--- config.mk ---
export PLATFORM = sky130hd
export DESIGN_NAME = axi_lite_regfile_slave
export DESIGN_NICKNAME = d
export VERILOG_FILES = /design/src/rtl/axi_lite_pkg.sv /design/src/rtl/axi_lite_reg_decode.sv /design/src/rtl/axi_lite_regfile_slave.sv
export SDC_FILE = /design/constraint.sdc
export NUM_CORES = 1
export LEC_CHECK = 0
export CAP_MARGIN = 10
export CORE_AREA = 3 3 260 262
export CTS_CLUSTER_SIZE = 25
export DETAILED_ROUTE_END_ITERATION = 10
export DIE_AREA = 0 0 263 265
export PLACE_DENSITY = 0.49
export SYNTH_ARGS = -nofsm -noshare
export SYNTH_HDL_FRONTEND = slang
export SYNTH_SLANG_ARGS = --single-unit
--- constraint.sdc ---
create_clock -name aclk -period 4.1 [get_ports aclk]
set_input_delay 0.615 -clock aclk [delete_from_list [all_inputs] [get_ports aclk]]
set_output_delay 0.615 -clock aclk [all_outputs]
set_load 0.02 [all_outputs]
--- src/rtl/axi_lite_pkg.sv ---
// Shared AXI4-Lite definitions: response codes, bus widths and byte-strobe merge.
package axi_lite_pkg;

    localparam int AXI_DATA_W = 32;
    localparam int AXI_STRB_W = 4;

    typedef enum logic [1:0] {
        OKAY   = 2'b00,
        EXOKAY = 2'b01,
        SLVERR = 2'b10,
        DECERR = 2'b11
    } axi_resp_t;

    // Merge new_data into old_data one byte lane at a time; a cleared strobe keeps the old byte.
    function automatic logic [AXI_DATA_W-1:0] apply_wstrb(
        input logic [AXI_DATA_W-1:0] old_data,
        input logic [AXI_DATA_W-1:0] new_data,
        input logic [AXI_STRB_W-1:0] strb
    );
        logic [AXI_DATA_W-1:0] merged;
        merged = old_data;
        for (int b = 0; b < AXI_STRB_W; b++) begin
            if (strb[b]) begin
                merged[8*b +: 8] = new_data[8*b +: 8];
            end
        end
        return merged;
    endfunction

endpackage

--- src/rtl/axi_lite_reg_decode.sv ---
// Combinational address decoder: maps a bus address onto a register index and
// flags accesses that fall outside the file or hit a read-only register.
module axi_lite_reg_decode
    import axi_lite_pkg::*;
#(
    parameter int          NUM_REGS    = 8,
    parameter int          ADDR_WIDTH  = 32,
    parameter int          WINDOW_BITS = 12,
    parameter logic [63:0] RO_MASK     = 64'h0000_0000_0000_0080,
    localparam int         IDX_W       = $clog2(NUM_REGS)
) (
    input  logic [ADDR_WIDTH-1:0] addr,
    output logic [IDX_W-1:0]      idx,
    output logic                  wr_err,
    output logic                  rd_err
);

    // Word index inside the decoded window; byte offset bits and bits above the window are ignored.
    logic [WINDOW_BITS-3:0] win_idx;
    logic                   in_range;
    logic                   read_only;
    logic                   unused_addr_bits;

    assign win_idx  = addr[WINDOW_BITS-1:2];
    assign in_range = (32'(win_idx) < 32'(NUM_REGS));
    assign idx      = win_idx[IDX_W-1:0];

    // Look up the read-only flag for the addressed register.
    always_comb begin
        read_only = 1'b0;
        for (int i = 0; i < NUM_REGS; i++) begin
            if (idx == IDX_W'(i)) begin
                read_only = RO_MASK[i];
            end
        end
    end

    assign rd_err = !in_range;
    assign wr_err = !in_range || read_only;

    // Address bits outside the window are deliberately not decoded.
    assign unused_addr_bits = ^addr;

endmodule

--- src/rtl/axi_lite_regfile_slave.sv ---
// AXI4-Lite register file slave: NUM_REGS 32-bit registers, read/write ones driven
// out on reg_out, read-only ones returning hw_status; bad accesses answer SLVERR.
module axi_lite_regfile_slave
    import axi_lite_pkg::*;
#(
    parameter int          NUM_REGS    = 8,
    parameter int          ADDR_WIDTH  = 32,
    parameter int          WINDOW_BITS = 12,
    parameter logic [63:0] RO_MASK     = 64'h0000_0000_0000_0080,
    parameter logic [31:0] RESET_VAL   = 32'h0000_0000
) (
    input  logic                     aclk,
    input  logic                     areset,
    input  logic [ADDR_WIDTH-1:0]    s_awaddr,
    input  logic [2:0]               s_awprot,
    input  logic                     s_awvalid,
    output logic                     s_awready,
    input  logic [AXI_DATA_W-1:0]    s_wdata,
    input  logic [AXI_STRB_W-1:0]    s_wstrb,
    input  logic                     s_wvalid,
    output logic                     s_wready,
    output logic [1:0]               s_bresp,
    output logic                     s_bvalid,
    input  logic                     s_bready,
    input  logic [ADDR_WIDTH-1:0]    s_araddr,
    input  logic [2:0]               s_arprot,
    input  logic                     s_arvalid,
    output logic                     s_arready,
    output logic [AXI_DATA_W-1:0]    s_rdata,
    output logic [1:0]               s_rresp,
    output logic                     s_rvalid,
    input  logic                     s_rready,
    output logic [NUM_REGS*32-1:0]   reg_out,
    output logic [NUM_REGS-1:0]      reg_wr_pulse,
    input  logic [NUM_REGS*32-1:0]   hw_status
);

    localparam int IDX_W = $clog2(NUM_REGS);

    // Write channel holding registers: AW and W are captured independently.
    logic                  aw_hold_reg;
    logic [ADDR_WIDTH-1:0] aw_addr_reg;
    logic                  w_hold_reg;
    logic [31:0]           w_data_reg;
    logic [3:0]            w_strb_reg;

    // Response channel state.
    logic                  bvalid_reg;
    axi_resp_t             bresp_reg;
    logic                  rvalid_reg;
    axi_resp_t             rresp_reg;
    logic [31:0]           rdata_reg;

    // Decode results and handshake strobes.
    logic [IDX_W-1:0]      aw_idx;
    logic                  aw_wr_err;
    logic                  aw_rd_err;
    logic [IDX_W-1:0]      ar_idx;
    logic                  ar_wr_err;
    logic                  ar_rd_err;
    logic                  aw_fire;
    logic                  w_fire;
    logic                  ar_fire;
    logic                  commit;
    logic [31:0]           rd_value;
    logic                  unused_inputs;

    // The held write address is decoded at commit time; the read address is decoded live.
    axi_lite_reg_decode #(
        .NUM_REGS    (NUM_REGS),
        .ADDR_WIDTH  (ADDR_WIDTH),
        .WINDOW_BITS (WINDOW_BITS),
        .RO_MASK     (RO_MASK)
    ) u_aw_decode (
        .addr   (aw_addr_reg),
        .idx    (aw_idx),
        .wr_err (aw_wr_err),
        .rd_err (aw_rd_err)
    );

    axi_lite_reg_decode #(
        .NUM_REGS    (NUM_REGS),
        .ADDR_WIDTH  (ADDR_WIDTH),
        .WINDOW_BITS (WINDOW_BITS),
        .RO_MASK     (RO_MASK)
    ) u_ar_decode (
        .addr   (s_araddr),
        .idx    (ar_idx),
        .wr_err (ar_wr_err),
        .rd_err (ar_rd_err)
    );

    // Ready is withheld during reset and while a write response is pending,
    // which limits the slave to a single outstanding write.
    assign s_awready = !aw_hold_reg && !bvalid_reg && !areset;
    assign s_wready  = !w_hold_reg  && !bvalid_reg && !areset;
    assign s_arready = !rvalid_reg  && !areset;

    assign aw_fire = s_awvalid && s_awready;
    assign w_fire  = s_wvalid  && s_wready;
    assign ar_fire = s_arvalid && s_arready;
    assign commit  = aw_hold_reg && w_hold_reg;

    assign s_bvalid = bvalid_reg;
    assign s_bresp  = bresp_reg;
    assign s_rvalid = rvalid_reg;
    assign s_rresp  = rresp_reg;
    assign s_rdata  = rdata_reg;

    // Per-register storage: read/write registers get a flop and a write pulse,
    // read-only slots expose a constant on reg_out since their data lives in hw_status.
    genvar gi;
    generate
        for (gi = 0; gi < NUM_REGS; gi++) begin : g_reg
            if (RO_MASK[gi]) begin : g_ro
                assign reg_out[gi*32 +: 32] = RESET_VAL;
                assign reg_wr_pulse[gi]     = 1'b0;
            end else begin : g_rw
                logic [31:0] value_reg;
                logic        pulse_reg;
                logic        wr_hit;

                assign wr_hit = commit && !aw_wr_err && (aw_idx == IDX_W'(gi));

                // Byte-merge the held write data on commit and flag the write for one cycle.
                always_ff @(posedge aclk) begin
                    if (areset) begin
                        value_reg <= RESET_VAL;
                        pulse_reg <= 1'b0;
                    end else begin
                        pulse_reg <= wr_hit;
                        if (wr_hit) begin
                            value_reg <= apply_wstrb(value_reg, w_data_reg, w_strb_reg);
                        end
                    end
                end

                assign reg_out[gi*32 +: 32] = value_reg;
                assign reg_wr_pulse[gi]     = pulse_reg;
            end
        end
    endgenerate

    // Read data source: stored value for read/write registers, live status for read-only ones.
    always_comb begin
        rd_value = '0;
        if (!ar_rd_err) begin
            for (int i = 0; i < NUM_REGS; i++) begin
                if (ar_idx == IDX_W'(i)) begin
                    rd_value = RO_MASK[i] ? hw_status[i*32 +: 32] : reg_out[i*32 +: 32];
                end
            end
        end
    end

    // Write channel: capture AW/W independently, commit once both are held, then hold B until accepted.
    always_ff @(posedge aclk) begin
        if (areset) begin
            aw_hold_reg <= 1'b0;
            aw_addr_reg <= '0;
            w_hold_reg  <= 1'b0;
            w_data_reg  <= '0;
            w_strb_reg  <= '0;
            bvalid_reg  <= 1'b0;
            bresp_reg   <= OKAY;
        end else begin
            if (aw_fire) begin
                aw_hold_reg <= 1'b1;
                aw_addr_reg <= s_awaddr;
            end
            if (w_fire) begin
                w_hold_reg <= 1'b1;
                w_data_reg <= s_wdata;
                w_strb_reg <= s_wstrb;
            end
            if (commit) begin
                aw_hold_reg <= 1'b0;
                w_hold_reg  <= 1'b0;
                bvalid_reg  <= 1'b1;
                bresp_reg   <= aw_wr_err ? SLVERR : OKAY;
            end else if (bvalid_reg && s_bready) begin
                bvalid_reg <= 1'b0;
            end
        end
    end

    // Read channel: register data and response on the AR handshake and hold them until R is accepted.
    always_ff @(posedge aclk) begin
        if (areset) begin
            rvalid_reg <= 1'b0;
            rresp_reg  <= OKAY;
            rdata_reg  <= '0;
        end else begin
            if (ar_fire) begin
                rvalid_reg <= 1'b1;
                rdata_reg  <= rd_value;
                rresp_reg  <= ar_rd_err ? SLVERR : OKAY;
            end else if (rvalid_reg && s_rready) begin
                rvalid_reg <= 1'b0;
            end
        end
    end

    // Protection bits and the cross-direction error flags carry no meaning for this slave.
    assign unused_inputs = ^{s_awprot, s_arprot, aw_rd_err, ar_wr_err, hw_status};

endmodule

After elaboration in Yosys (flattened, before gate mapping). Index checks and enable logic that the tools add are counted.

Register bits: 319. Logic and storage cells: 137.

Magnitude comparators: 2. Equality and inequality tests: 14. Mux-type cells: 16. Reductions and logical operators: 60.

Operator list (count): two-way mux 32 bit (9); AND reduction 2 bit (28); equality test 3 bit, second input constant (8); < comparator 10 x 4 -> 1 bit, second input constant (2); logical AND 1 bit (19); equality test 3 x 2 -> 1 bit, second input constant (4); zero test 1 bit (7); equality test 3 x 1 -> 1 bit, second input constant (2); zero test 3 bit (2); two-way mux 1 bit (5); two-way mux 2 bit (2); nonzero test 2 bit (2); OR reduction 2 bit (1); logical OR 1 bit (1).

Longest topological paths before layout. Gate-level depths: netlist of the first run.

Depth in word-level cells: 10. Gate-level depth with buffers: 7. Gate-level depth less buffers: 4.

By module. A second synthesis of the first run with hierarchy kept.

Cells, all modules: 1681. Area total of the unflattened synthesis: 15204.6 µm².

Modules (own cells, without submodules): axi_lite_regfile_slave (times used 1, cells each 1665, area each 15097.0 µm²); axi_lite_reg_decode (times used 2, cells each 8, area each 53.8 µm²).

Worst setup path after synthesis of the first run. Ideal clock, no wire load.

Path kind: input port to output port. From: input areset. To: output s_arready. Arrival: 1.560 ns. Required time: 3.485 ns. Setup slack: 1.925 ns. Stages: 4. Path buffers: 3. Cells stage by stage: clkbuf_1 clkbuf_1 clkbuf_1 nor2_1.

Word-level cells in the longest chain between the ends: 2.

Ends and longest elaborated chain: start: declaration (RTL line axi_lite_regfile_slave.sv:13) `input logic areset,`; zero test 1 bit (RTL line axi_lite_regfile_slave.sv:97) `assign s_arready = !rvalid_reg && !areset;`; logical AND 1 bit (RTL line axi_lite_regfile_slave.sv:97); end: declaration (RTL line axi_lite_regfile_slave.sv:28) `output logic s_arready,`.

No other way between the ends.

Final worst setup path of the first run.
From: register bvalid_reg, in the netlist s_bvalid. To: output s_wready.

Word-level cells in the longest chain between the ends: 3.

Ends and longest elaborated chain: start: declaration (RTL line axi_lite_regfile_slave.sv:48) `logic bvalid_reg;`; start signal: assignment (RTL line axi_lite_regfile_slave.sv:164) `bvalid_reg <= 1'b0;`; start signal: assignment (RTL line axi_lite_regfile_slave.sv:179) `bvalid_reg <= 1'b1;`; start signal: assignment (RTL line axi_lite_regfile_slave.sv:182) `bvalid_reg <= 1'b0;`; zero test 1 bit (RTL line axi_lite_regfile_slave.sv:96) `assign s_wready = !w_hold_reg && !bvalid_reg && !areset;`; logical AND 1 bit (2 in series) (RTL line axi_lite_regfile_slave.sv:96); end: declaration (RTL line axi_lite_regfile_slave.sv:21) `output logic s_wready,`.

No other way between the ends.

==> results.yml, run 1 <==
routing:
  routedWlPerCell_um: 22.44
  drt_iter0_markers: 834
  wirelength_um: 60600
  antenna_left: 0
  vias_per_cell: 4.591
  num_vias: 12399
  dr.pass1.iters: 5
  route.detailed.drc: 0
clock_tree:
  cts_setup_buffers: 0
  numCtsBuffers: 40
  cts-hold-fix-buffers: 0
  clockBufferDepth: 3
  clk_latency_ps: 560
  ctsResizeCount: 0
  cts_tree: "yes"
  cts_sinks: 315
  root_buffer: "clkbuf_16"
  htreeDepth: 2
  cts.clk_slew.worst_paths_ps: 60
sta:
  hold_viol_final: 0
  fmax_mhz: 389.9
  timing.slew.headroom_pct: 19.77
  worst_pin_slew_ps: 1203
  rsz0062_at_grt: "no"
  skew_ps: 26.14
  drv_slew: 0
  period_share_pct: 62.56
  finalSetupViolCount: 0
  tns_ps: 0
  post-route-min-period_ps: 2565
pwr:
  vdd_drop_max_mv: 0.2298
  seq_power_share_pct: 43.2
  leakage_uw: 0.008545
  p_int_uw: 5394
  power.switching_fraction_pct: 25.75
  pwr-share-comb_pct: 7.9
  p_per_area_nw_per_um2: 363.3
  power_switching_uw: 1870
  pwr-share-clk_pct: 48.8
cells_and_area:
  fill_cells: 6864
  multi_input_area_um2: 7423
  fin_cells: 2701
  regArea_um2: 6307
  area_growth_pct: 38.04
  fin_nets: 2175
  drive_above_1_share_pct: 8.878
  largest_register_ffs: 224
global_route:
  grt_pass1_wl_um: 88460
  track_usage_pct: 16.80
  grt_overflow_total: 0
  grt_max_degree: 110
  grt_antenna_before_repair: 9
  first_global_vias: 12581
yosys:
  synth-seq-area-share_pct: 43.53
  ys_types: 51
  async_flop_share_pct: 0
  synth_edf_count: 0
  synth_warnings: 0
  synth_ff_type: "dfxtp_1"
  synth_area_um2: 14490
  syn_inst: 1512
  syn_area_per_cell_um2: 9.580
  ys_ff_latch: 315
worst_setup_path:
  crit_family: "buffers and inverters"
  path_max_fanout: 4
  cpMaxStageDelayCell: "clkdlybuf4s50_1"
  crit_path_cell_trace: "nor3_1 -> clkdlybuf4s50_1"
  critPathRequiredTime_ps: 3480
  worst-path-buf-inv: 1
  crit_type: "reg2out"
  cp.arrival_ps: 1950
  cp-end-kind: "primary output"
  start_kind: "flip-flop"
  critPathMaxStageDelay_ps: 690
hold_path:
  hp-class: "reg2reg"
floorplan:
  core_area_um2: 65630
  dieArea_um2: 69700
  die_h_um: 265
  initial_core_util_pct: 22.07
  ios: 674
  die_x_um: 263
  num_rows: 94
place:
  routabilityCongestion: 0.8248
  dp_hpwl_um: 41830
  portBuffers: 364
  post-place-cells: 2628
run:
  max_cap_violations: 0
run_status:
  status: "complete, no violations"
logic make-up (layout without fill, tap and decap cells):
| group | Yosys count | in the layout | synth area share (%) |
|---|---|---|---|
| buf+inv | 175 | 465 | 6.306 |
| other cells | 1 | 36 | 0.02589 |
| mux | 290 | 290 | 20.51 |
| flops | 315 | 315 | 43.53 |
| simple gates | 496 | 496 | 18.97 |
| compound gates | 235 | 235 | 10.65 |
path summary, 6_finish.rpt:
kind                                              startpoint                                  endpoint  slack, ps  cells past startpoint
worst max-delay path                   s_bvalid$_SDFFE_PP0P_                                  s_wready       1540                      2
worst min-delay path                s_rdata[22]$_SDFFE_PP0P_                  s_rdata[22]$_SDFFE_PP0P_        460                      2
worst min register to register      s_rdata[22]$_SDFFE_PP0P_                  s_rdata[22]$_SDFFE_PP0P_        460                      2
worst max register to register  aw_addr_reg[11]$_SDFFE_PP0P_  g_reg[1].g_rw.value_reg[16]$_SDFFE_PP0P_       1590                      5
power groups by stage:
stage | combinational, uW | clock [uW] | sequential, uW
6_report | 575 | 3550 | 3140
5_1_grt | 620 | 3770 | 3150
4_1_cts | 585 | 3650 | 3140
3_5_place_dp | 583 | 0 | 3210
3_3_place_gp | 583 | 0 | 3210
2_1_floorplan | 387 | 0 | 3180
tightest hold or removal path, stage by stage, from the launching register on:
cell     delay (ps)
dfxtp_1         320
nand2_1          50
o21ai_0          50
metal layers:
layer  vias up  share of wire [%]  track usage [%]
met5         -               0.14                0
met4        12                1.5            3.293
met3        73                8.4            5.745
met2       420                 46            27.30
met1      6049                 44            21.74
li1       5845                  -                -
layout by cell type (no fill, tap or decap), types with 12 or more instances in the layout:
| master | n |
|---|---|
| clkdlybuf4s50_1 | 360 |
| dfxtp_1 | 314 |
| mux2i_1 | 262 |
| nor2_1 | 225 |
| nand2_1 | 104 |
| a21oi_1 | 87 |
| nand2b_1 | 66 |
| clkbuf_16 | 40 |
| conb_1 | 35 |
| o21ai_0 | 29 |
| mux2_2 | 25 |
| o22ai_1 | 25 |
| a22o_1 | 24 |
| buf_4 | 21 |
| nand4_4 | 19 |
| a2bb2oi_1 | 13 |
| o32ai_1 | 12 |
| o2bb2ai_1 | 12 |
| a221oi_1 | 12 |
| and4b_1 | 12 |
final cells by class:
class / count / share of cell area [%]
clock inverters: 12 / 0.7071
flip-flops and latches: 315 / 31.54
clock buffers: 60 / 5.832
repair buffers: 386 / 19.24
well taps: 864 / 5.406
diodes: 1 / 0.01251
inverters: 7 / 0.1314
multi-input cells: 1056 / 37.13
synth_stat cells, types with 13 or more instances:
master,n,share of area (%)
a22o_1,24,1.5
buf_4,50,2.6
nand4_4,19,2.8
nand2_1,105,2.7
nor2_1,226,5.9
mux2i_1,262,18
nand2b_1,66,2.9
a2bb2oi_1,13,0.79
mux2_2,25,1.9
dfxtp_1,315,44
buf_2,21,0.73
o21ai_0,29,1.0
nor2b_1,13,0.56
a21oi_1,87,3.0
o22ai_1,25,1.1
clkbuf_1,85,2.2
metrics by stage:
| stage | setup WS (ps) | total power, uW | hold WS [ps] | cell area [um^2] | utilization (%) |
|---|---|---|---|---|---|
| 2_1_floorplan | 1925 | 3564 | 446.8 | 14610 | - |
| 4_1_cts | 1515 | 7374 | 460.7 | 19990 | 30.46 |
| 6_report | 1535 | 7265 | 455.9 | 20000 | 30.47 |
| 3_3_place_gp | 1003 | 3790 | 440.9 | 18690 | 28.47 |
| 5_1_grt | 1414 | 7540 | 478.8 | 19990 | 30.46 |
| 3_5_place_dp | 980.8 | 3792 | 447.5 | 18690 | 28.47 |
Power figures use the tool's default switching activity.
==> inputs of run 2 (changes only) <==
Clock period 4.1 ns to 2.6 ns, I/O delays scaled along.
==> run 2 against run 1 <==
Compared with the run above: power rose by 57%; first-iteration DRC count fell by 18%; clock power rose by 55%; flip-flop and latch count did not move; sequential power rose by 58%; hold slack got worse by 250 ps; combinational power rose by 67%; wire length fell by 0.63%; non-clock buffer count rose by 21; core utilization rose by 0.45 points.
==> results.yml, run 2 (synthesis gave the netlist of run 1 again) <==
routing:
  wirelength_um: 60220
  antenna_left: 0
  num_vias: 12416
  drt_iter0_markers: 680
  dr.pass1.iters: 5
  route.detailed.drc: 0
  vias_per_cell: 4.560
  routedWlPerCell_um: 22.11
cells_and_area:
  layout_common_cells: "clkdlybuf4s50_1 (360), dfxtp_1 (314), mux2i_1 (262)"
  fin_nets: 2196
  largest_register_ffs: 224
  drive_above_1_share_pct: 10.03
  fin_cells: 2723
  layout_commonest_cell: "clkdlybuf4s50_1"
  fill_cells: 6832
  area_growth_pct: 40.09
  postLayoutCoreUtil_pct: 30.92
sta:
  fmax_mhz: 431.0
  post-route-min-period_ps: 2320
  rsz0062_at_grt: "no"
  skew_ps: 17.10
  tns_ps: 0
  period_share_pct: 89.24
  hold_viol_final: 0
  timing.slew.headroom_pct: 57.12
  drv_slew: 0
  finalSetupViolCount: 0
  worst_pin_slew_ps: 643.2
run:
  max_cap_violations: 0
global_route:
  grt_pass1_wl_um: 88020
  track_usage_pct: 16.76
  grt_max_degree: 132
  first_global_vias: 12652
  grt_overflow_total: 0
  grt_antenna_before_repair: 6
worst_setup_path:
  critPathRequiredTime_ps: 2210
  cp.arrival_ps: 1930
  reg2reg_to: "g_reg[2].g_rw.value_reg[31]$_SDFFE_PP0P_"
  crit_start: "s_bvalid$_SDFFE_PP0P_"
  r2r-start: "aw_addr_reg[11]$_SDFFE_PP0P_"
  path_max_fanout: 4
  crit_family: "buffers and inverters"
  cp-end-kind: "primary output"
  crit_type: "reg2out"
  start_kind: "flip-flop"
  cpMaxStageDelayCell: "clkdlybuf4s50_1"
  crit_path_cell_trace: "nor3_1 -> clkdlybuf4s50_1"
  r2r_slack_ps: 450
  cp_num_cells: 2
  worst-path-buf-inv: 1
  endpoint: "s_wready"
  reg2reg_depth: 5
  critPathMaxStageDelay_ps: 680
place:
  dp_hpwl_um: 42170
  routabilityCongestion: 0.8149
  post-place-cells: 2649
  portBuffers: 364
clock_tree:
  cts_tree: "yes"
  numCtsBuffers: 40
  cts_setup_buffers: 0
  clk_latency_ps: 550
  ctsResizeCount: 0
  root_buffer: "clkbuf_16"
  cts_sinks: 315
  cts-hold-fix-buffers: 0
  clockBufferDepth: 3
  htreeDepth: 2
  cts.clk_slew.worst_paths_ps: 60
hold_path:
  hp-class: "in2reg"
floorplan:
  ios: 674
  die_h_um: 265
  die_x_um: 263
  core_area_um2: 65630
  dieArea_um2: 69700
  num_rows: 94
  initial_core_util_pct: 22.07
pwr:
  vdd_drop_max_mv: 0.3765
  p_per_area_nw_per_um2: 562.0
  leakage_uw: 0.008702
  power_uw: 11400
run_status:
  status: "complete, no violations"
## run 2: cell types whose count changed in the layout (fill, tap and decap cells not counted)
cell        delta
buf_12        +11
buf_4         +10
bufinv_16      -2
clkbuf_1       -5
clkbuf_16      +1
clkbuf_8       +4
clkinv_2       -2
clkinv_4       +1
clkinv_8       -1
clkinvlp_4     +1
diode_2        +4
## run 2: area by class of cell
| cell class | count | area, um^2 | area share [%] |
|---|---|---|---|
| clock buffers | 60 | 1227 | 6.049 |
| repair buffers | 407 | 4143 | 20.42 |
| inverters | 7 | 26.28 | 0.1295 |
| clock inverters | 9 | 71.32 | 0.3515 |
| multi-input cells | 1056 | 7423 | 36.58 |
| well taps | 864 | 1081 | 5.327 |
| diodes | 5 | 12.51 | 0.06166 |
| flip-flops and latches | 315 | 6307 | 31.08 |
## run 2: routing by layer
metal  wire [um]  vias to the layer above  track usage [%]
met3        5360                       73            5.912
met1       26210                     5969            21.32
li1            -                     5893                -
met5          57                        -                0
met4         994                        8            3.636
met2       27590                      473            27.39
## run 2: worst min-delay path by stage
stage,from,end,cells after the start
finish,areset,g_reg[0].g_rw.value_reg[4]$_SDFFE_PP0P_,2
global route,areset,g_reg[6].g_rw.value_reg[27]$_SDFFE_PP0P_,2
CTS,areset,g_reg[5].g_rw.value_reg[28]$_SDFFE_PP0P_,2
detailed placement,s_rdata[27]$_SDFFE_PP0P_,s_rdata[27]$_SDFFE_PP0P_,2
global placement,s_rdata[31]$_SDFFE_PP0P_,s_rdata[31]$_SDFFE_PP0P_,2
floorplan,aw_addr_reg[7]$_SDFFE_PP0P_,aw_addr_reg[7]$_SDFFE_PP0P_,2
## run 2: report_power, final
part | total (uW) | internal (uW) | switching [uW] | leakage, uW
logic | 962 | 364 | 598 | 0.00552
clock network | 5490 | 3270 | 2230 | 0.000638
registers | 4950 | 4870 | 81.0 | 0.00254
## run 2: metrics by stage
step,area (um^2),setup slack [ps],hold WS (ps)
after global routing,20280,177.3,217.7
after CTS,20280,231.1,187.6
after global placement,18980,151.0,440.9
after detailed placement,18980,157.2,447.9
final,20290,279.7,207.4
after floorplan,14610,720.1,446.8
==> inputs of run 3 (changes only) <==
Settings changed: CTS_CLUSTER_SIZE 25 to 14.
==> run 3 against run 2 <==
Compared with the run above: wire length grew 0.18%; fmax is essentially flat; die area is the same; final cell count is essentially flat; cell area grew 0.18%; sequential share of layout area shrank 0.057 points; hold slack gained 2.7 ps; critical endpoint unchanged; non-clock buffer count is the same; clock skew grew 1.5 ps; largest cell class unchanged.
==> results.yml, run 3 (synthesis gave the netlist of run 1 again) <==
run_status:
  status: "complete, no violations"
pwr:
  power.switching_fraction_pct: 25.19
  leakage_uw: 0.008723
  seq_power_share_pct: 42.9
  pwr-share-clk_pct: 48.7
  vdd_drop_max_mv: 0.3781
  pwr-share-comb_pct: 8.3
  power_uw: 11540
  p_int_uw: 8631
  p_per_area_nw_per_um2: 567.5
  power_switching_uw: 2906
clock_tree:
  cts_sinks: 315
  cts_setup_buffers: 0
  ctsResizeCount: 0
  numCtsBuffers: 40
  htreeDepth: 2
  clk_latency_ps: 550
  root_buffer: "clkbuf_16"
  cts-hold-fix-buffers: 0
  clockBufferDepth: 3
  cts.clk_slew.worst_paths_ps: 60
  cts_tree: "yes"
cells_and_area:
  layout_common_cells: "clkdlybuf4s50_1 (360), dfxtp_1 (314), mux2i_1 (262)"
  final_area_um2: 20330
  fin_nets: 2196
  fill_cells: 6831
  drive_above_1_share_pct: 10.08
  area_growth_pct: 40.35
  largest_register_ffs: 224
  layout_commonest_cell: "clkdlybuf4s50_1"
global_route:
  track_usage_pct: 16.78
  grt_overflow_total: 0
  first_global_vias: 12645
  grt_pass1_wl_um: 88080
  grt_antenna_before_repair: 6
  grt_max_degree: 132
floorplan:
  dieArea_um2: 69700
  ios: 674
  initial_core_util_pct: 22.07
  die_h_um: 265
  num_rows: 94
  core_area_um2: 65630
  die_x_um: 263
place:
  dp_hpwl_um: 42170
  place_area_um2: 18980
  portBuffers: 364
  routabilityCongestion: 0.8149
  pre_cts_ws_ps: 157.2
routing:
  route.detailed.drc: 0
  drt_iter0_markers: 681
  dr.pass1.iters: 5
  antenna_left: 0
  num_vias: 12484
  routedWlPerCell_um: 22.14
  vias_per_cell: 4.581
  wirelength_um: 60330
sta:
  timing.slew.headroom_pct: 57.52
  tns_ps: 0
  drv_slew: 0
  skew_ps: 18.62
  setup_ws_ps: 281.9
  hold_viol_final: 0
  period_share_pct: 89.16
  post-route-min-period_ps: 2318
  finalSetupViolCount: 0
  worst_pin_slew_ps: 637.1
  rsz0062_at_grt: "no"
  fmax_mhz: 431.4
worst_setup_path:
  cp.arrival_ps: 1930
  path_max_fanout: 4
  start_kind: "flip-flop"
  cp-end-kind: "primary output"
  critPathRequiredTime_ps: 2210
  crit_type: "reg2out"
run:
  max_cap_violations: 0
hold_path:
  hp-class: "in2reg"
## run 3: area by class of cell
type | instances | area (um^2) | share of cell area [%]
Antenna cell | 5 | 12.51 | 0.06155
Clock inverter | 9 | 91.34 | 0.4493
Timing Repair Buffer | 407 | 4143 | 20.38
Tap cell | 864 | 1081 | 5.318
Sequential cell | 315 | 6307 | 31.03
Clock buffer | 62 | 1245 | 6.124
Inverter | 7 | 26.28 | 0.1292
Multi-Input combinational cell | 1056 | 7423 | 36.52
## run 3: power groups by stage
stage	Sequential, uW	Combinational, uW	Clock (uW)
floorplan	5010	611	0
global placement	5050	976	0
detailed placement	5060	981	0
CTS	4950	983	5810
global route	4960	1040	6000
finish	4950	963	5620
## run 3: per-stage QoR
step / utilization, % / std cells / hold WS (ps)
final: 30.98 / 2725 / 210.1
after global routing: 30.96 / 2720 / 215.2
after CTS: 30.96 / 2720 / 185.1
after detailed placement: 28.92 / 2649 / 447.9
after global placement: 28.92 / 2649 / 440.9
after floorplan: - / 1546 / 446.8
## run 3: worst paths after layout
| path | from | cells past startpoint | slack, ps | endpoint |
|---|---|---|---|---|
| setup reg to reg | aw_addr_reg[11]$_SDFFE_PP0P_ | 5 | 460 | g_reg[2].g_rw.value_reg[25]$_SDFFE_PP0P_ |
| setup / recovery | s_bvalid$_SDFFE_PP0P_ | 2 | 280 | s_wready |
| hold reg to reg | s_rdata[27]$_SDFFE_PP0P_ | 2 | 460 | s_rdata[27]$_SDFFE_PP0P_ |
| hold / removal | areset | 2 | 210 | g_reg[5].g_rw.value_reg[4]$_SDFFE_PP0P_ |
## run 3: worst max-delay path: stages (launching register included)
cell	delay, ps
dfxtp_1	340
nor3_1	370
clkdlybuf4s50_1	680
## run 3: layer usage
metal,up-vias,track usage (%),share of wire (%)
met4,6,3.755,1.7
met2,461,27.35,46
met1,6044,21.53,43
met5,-,0,0.056
met3,70,5.643,9.2
li1,5903,-,-
